`src/rtl/serial_add_pkg.sv`:
```
// Shared definitions for the bit-serial adder: FSM state encoding and counter sizing.
package serial_add_pkg;

    typedef enum logic [1:0] {
        ST_IDLE  = 2'd0,
        ST_SHIFT = 2'd1,
        ST_DONE  = 2'd2
    } state_t;

    // Bit count needs to reach WIDTH-1; never narrower than one bit.
    function automatic int cnt_w(input int w);
        return (w <= 2) ? 1 : $clog2(w);
    endfunction

endpackage

```
`src/rtl/fulladd.sv`:
```
// One-bit full adder cell shared across all bit positions of the serial add.
module fulladd (
    input  logic a,
    input  logic b,
    input  logic c,
    output logic sum,
    output logic carry
);

    assign sum   = a ^ b ^ c;
    assign carry = (a & b) | (a & c) | (b & c);

endmodule

```
`src/rtl/serial_add_ctrl.sv`:
```
// Bit-serial adder controller: one fulladd cell iterated over WIDTH cycles, LSB first.
// Optional signed-overflow output built only when SERIAL_ADD_OVF_EN is defined.
module serial_add_ctrl
    import serial_add_pkg::*;
#(
    parameter int WIDTH = 8
) (
    input  logic             clk,
    input  logic             rst,
    input  logic             start,
    input  logic [WIDTH-1:0] a,
    input  logic [WIDTH-1:0] b,
    input  logic             cin,
    output logic             busy,
    output logic             done,
    output logic [WIDTH-1:0] sum,
    output logic             cout
`ifdef SERIAL_ADD_OVF_EN
    ,
    output logic             ovf
`endif
);

    localparam int CW = cnt_w(WIDTH);

    state_t           r_state;
    state_t           w_next;
    logic [CW-1:0]    r_cnt;
    logic [WIDTH-1:0] r_a_sr;
    logic [WIDTH-1:0] r_b_sr;
    logic [WIDTH-2:0] r_sum_sr;
    logic [WIDTH-1:0] r_sum;
    logic             r_carry;
    logic             r_cout;
    logic             w_accept;
    logic             w_last;
    logic             w_s;
    logic             w_c;
    logic [WIDTH-1:0] w_sum_cat;
`ifdef SERIAL_ADD_OVF_EN
    logic             r_ovf;
`endif

    fulladd u_fa (
        .a     (r_a_sr[0]),
        .b     (r_b_sr[0]),
        .c     (r_carry),
        .sum   (w_s),
        .carry (w_c)
    );

    // Only WIDTH-1 sum bits are stored; the final bit joins them as the result is latched.
    assign w_sum_cat = {w_s, r_sum_sr};

    always_comb begin
        w_next   = r_state;
        w_accept = 1'b0;
        w_last   = 1'b0;
        busy     = 1'b0;
        done     = 1'b0;
        case (r_state)
            ST_IDLE: begin
                if (start) begin
                    w_accept = 1'b1;
                    w_next   = ST_SHIFT;
                end
            end
            ST_SHIFT: begin
                busy = 1'b1;
                if (r_cnt == CW'(WIDTH - 1)) begin
                    w_last = 1'b1;
                    w_next = ST_DONE;
                end
            end
            ST_DONE: begin
                done = 1'b1;
                if (start) begin
                    w_accept = 1'b1;
                    w_next   = ST_SHIFT;
                end else begin
                    w_next = ST_IDLE;
                end
            end
            default: w_next = ST_IDLE;
        endcase
    end

    always_ff @(posedge clk) begin
        if (rst) begin
            r_state  <= ST_IDLE;
            r_cnt    <= '0;
            r_a_sr   <= '0;
            r_b_sr   <= '0;
            r_sum_sr <= '0;
            r_carry  <= 1'b0;
            r_sum    <= '0;
            r_cout   <= 1'b0;
`ifdef SERIAL_ADD_OVF_EN
            r_ovf    <= 1'b0;
`endif
        end else begin
            r_state <= w_next;
            if (w_accept) begin
                r_a_sr   <= a;
                r_b_sr   <= b;
                r_carry  <= cin;
                r_cnt    <= '0;
                r_sum_sr <= '0;
            end else if (busy) begin
                r_a_sr   <= r_a_sr >> 1;
                r_b_sr   <= r_b_sr >> 1;
                r_carry  <= w_c;
                r_cnt    <= r_cnt + 1'b1;
                r_sum_sr <= w_sum_cat[WIDTH-1:1];
            end
            // Results become visible only on the edge that enters DONE.
            if (w_last) begin
                r_sum  <= w_sum_cat;
                r_cout <= w_c;
`ifdef SERIAL_ADD_OVF_EN
                r_ovf  <= r_carry ^ w_c;
`endif
            end
        end
    end

    assign sum  = r_sum;
    assign cout = r_cout;
`ifdef SERIAL_ADD_OVF_EN
    assign ovf  = r_ovf;
`endif

endmodule

```
`config.mk`:
```
export PLATFORM = sky130hd
export DESIGN_NAME = serial_add_ctrl
export DESIGN_NICKNAME = d
export VERILOG_FILES = /design/src/rtl/serial_add_pkg.sv /design/src/rtl/fulladd.sv /design/src/rtl/serial_add_ctrl.sv
export SDC_FILE = /design/constraint.sdc
export NUM_CORES = 1
export LEC_CHECK = 0
export CORE_MARGIN = 2
export CORE_UTILIZATION = 45
export CTS_CLUSTER_SIZE = 24
export DETAILED_ROUTE_END_ITERATION = 8
export PLACE_DENSITY = 0.74
export SETUP_SLACK_MARGIN = 0.1
export SKIP_LAST_GASP = 1
export SLEW_MARGIN = 20
export SYNTH_ARGS = -nofsm -noshare
export SYNTH_HDL_FRONTEND = slang
export SYNTH_SLANG_ARGS = --single-unit
```
`constraint.sdc`:
```
create_clock -name clk -period 1.25 [get_ports clk]
set_input_delay 0.3125 -clock clk [delete_from_list [all_inputs] [get_ports clk]]
set_output_delay 0.3125 -clock clk [all_outputs]
set_load 0.1 [all_outputs]
```
==> metrics.md <==
| Metric | Value |
|---|---|
| Layout Nets | 254 |
| Worst hold path class | reg -> reg |
| Post-synthesis mux area share | 0.6400% |
| Area of the multi-input gates | 854.6 um2 |
| Via density | 5.586 |
| Die area | 0.003963 mm2 |
| Setup TNS | -2.666 ns |
| Vias in the first global route | 1,493 |
| Commonest cells in the netlist | 40 x nand2_1, 38 x dfxtp_1, 20 x a21oi_1 |
| Area share of the largest cell type after synthesis | 48.64% |
| N_diodes | 0 |
| Fill cell count | 214 |
| Setup WS pre-CTS | -0.3407 ns |
| Slew HR | 83.50% |
| Worst Setup Slack, final | -0.2301 ns |
| Port Buffers | 30 |
| Adder-cell area share of the yosys netlist | 2.880% |
| Reg power frac | 50.3% |
| Clock Latency Late Sink | 0.36 ns |
| Max Freq | 675.6 MHz |
| Count leader, synth | nand2_1 |
| Hold Buf Count CTS | 0 |
| Gpl congestion | 0.7555 |
| Post-Syn Area | 0.001564 mm2 |
| Switching Fraction | 28.86% |
| Crit path DAT | 1.17 ns |
| YS warnings | 0 |
| Share of cells above drive strength 1 | 40.95% |
| Largest family of logic cells by synthesized area | simple AND/OR/NAND/NOR gates |
| Critical Path Start | r_state[1] |
| WS Path Type | reg -> out |
| Async set-or-reset flop fraction in the synthesized netlist | 0% |
| Fin cells | 278 |
| # DRC | 0 |
| First-pass GRT wire length | 6734 um |
| Clk slew on worst S/H paths | 0.11 ns |
| Average cell area after synthesis | 8.836 um2 |
| R2R Path End | r_a_sr[0] |
| Total Power | 2.632 mW |
| Root Buffer | clkbuf_4 |
| Area delta synth->final | 63.60% |
| Pins Over Slew Limit | 0 |
| Overall Global Routing Usage | 22.15% |
| Endpoint class of the critical path | primary output |
| Power Dens Cells | 1029 mW/mm2 |
| Placed Instances | 255 |
| Synth area leader | dfxtp_1 |
| First-pass iteration count of the detailed router | 4 |
| IO Pins | 31 |
| Rows | 21 |
| Max FO, Critical Path | 2 |
| TritonCTS Buffers | 5 |
| Slew @ Worst Pin | 0.2475 ns |
| Clock buffer depth | 2 |
| Ys flop type | dfxtp_1 |
| Max_cap viols | 0 |
| Synth Area in Simple Gates | 23.52% |
| H-Tree Depth | 2 |
| Worst hold slack | 0.4835 ns |
| Failing checks | negative setup slack |
| Register area | 779.5 um2 |
| XOR/XNOR Fraction of Synth Area | 0.5600% |
| Peak supply drop | 0.8841 mV |
| Initial cell density of the core | 46.87% |
| Synthesized net count | 200 |
| Synthesized instance count | 177 |
| R2R depth | 7 |
| Status | complete, but fails checks |
| Crit path to | busy |
| Post-route ant nets | 0 |
| Clock share of power | 26.0% |
| Combinational fraction of design power | 23.6% |
| R2R setup slack | -0.14 ns |
| Reg2reg start | r_state[1] |
| CTS sink cnt | 38 |
| Post-synth cell types | 25 |
| Routed wire per std cell | 17.06 um |
| Post-DP HPWL | 2446 um |
| Largest net degree at the start of global routing | 16 |
| Period utilisation layout | 118.4% |
| Core area | 0.003337 mm2 |
| CTS tree | yes |
| DIE HEIGHT | 62.96 um |
| P_int | 1.872 mW |
| Iteration-0 DRC Markers | 75 |
| P_leak | 0.9458 nW |
| Synthesized flop and latch total | 38 |
| Chip width | 62.96 um |
| Fin. Hold Viols | 0 |
| Final setup fails | 36 |
| Sw power | 0.7596 mW |
| Most area-consuming cells after synthesis | dfxtp_1 49%, nand2_1 9.6%, a21oi_1 6.4% |
| Grt ovf | 0 |
| Detailed Route WL | 4742 um |
| Crit path required time | 0.94 ns |
| CP Launch Type | register |
| Initial antenna violation count | 0 |
| Compound-gate portion of the synthesized area | 15.44% |
| Routed vias | 1,553 |
| Clock skew | 0.009902 ns |
| Tmin final | 1.480 ns |
| Sequential element share of the synthesized area | 48.64% |
| RSZ-0062 raised after global routing | true |
| Number of synthesized flops with an enable pin | 0 |
## layer usage
layer,GRT usage [%],routed length (um),up-vias
met5,0,0,-
met4,13.33,264,0
met3,7.568,347,24
met2,37.63,2365,78
met1,23.53,1765,727
li1,-,-,724
## what timing repair did
item                       CTS  global route
pin swaps                    2             6
setup endpoints to repair   47            49
gates resized for setup     26            30
buffers inserted             7             4
gates cloned                 2             2
## power groups by stage
stage                     combinational, mW  sequential, mW  clock (mW)
after CTS                             0.511            1.31       0.680
after detailed placement              0.401            1.33           0
after global routing                  0.657            1.33       0.757
after global placement                0.386            1.33           0
after floorplan                       0.270            1.33           0
final                                 0.622            1.33       0.685
## cell usage in the layout, fill, tap and decap left out, drive strengths merged, types with 2 or more instances in the layout
cell type      Yosys  layout
nand2b             2       2
clkbuf             2       8
nand3             11      11
buf               12      40
nor2               9       9
o22ai              8       8
nor3              17      17
nand2             40      40
ha                 2       2
a311oi             6       6
dfxtp             38      38
a21oi             20      20
clkinv             1       2
nor2b              2       2
clkdlybuf4s50      0      19
## how the worst min path moves through the flow
stage	startpoint	endpoint	slack [ns]	depth (start not counted)
floorplan	r_sum_sr[0]	r_sum_sr[0]	0.44	2
CTS	r_cnt[1]	r_cnt[1]	0.48	2
global placement	r_cnt[1]	r_cnt[1]	0.45	2
finish	r_sum_sr[4]	r_sum_sr[4]	0.48	2
detailed placement	r_cnt[1]	r_cnt[1]	0.46	2
global route	r_sum_sr[4]	r_sum_sr[4]	0.50	2
## stage by stage
stage / util (%) / area [um2]
after floorplan: - / 1595
after global placement: 62.50 / 2086
after detailed placement: 62.50 / 2086
after CTS: 71.05 / 2371
after global routing: 76.68 / 2559
final: 76.68 / 2559
## cells by family after synthesis
| kind of cell | count (synthesis) |
|---|---|
| AO/OA/AOI/OAI | 36 |
| multiplexers | 1 |
| adder cells (fa/ha/maj) | 3 |
| flip-flops | 38 |
| XOR/XNOR | 1 |
| AND/OR/NAND/NOR | 83 |
| buffers and inverters | 15 |
## worst max-delay path: stages (launching register included)
cell      delay, ns
dfxtp_2        0.35
nand2b_4       0.14
buf_6          0.13
clkinv_8       0.04
buf_12         0.16
## flip-flops by register name, summed over array words and instances (netlist names)
signal    flops
r_b_sr        8
cout          1
r_cnt         3
sum           8
r_a_sr        8
r_carry       1
r_sum_sr      7
r_state       2
## final cells by class
class	instances	area share, %
inverters	1	0.6357
clock buffers	7	2.152
flip-flops and latches	38	30.46
repair buffers	61	30.90
clock inverters	1	0.1956
multi-input cells	124	33.40
well taps	46	2.249
(Power assumes the default switching activity.)
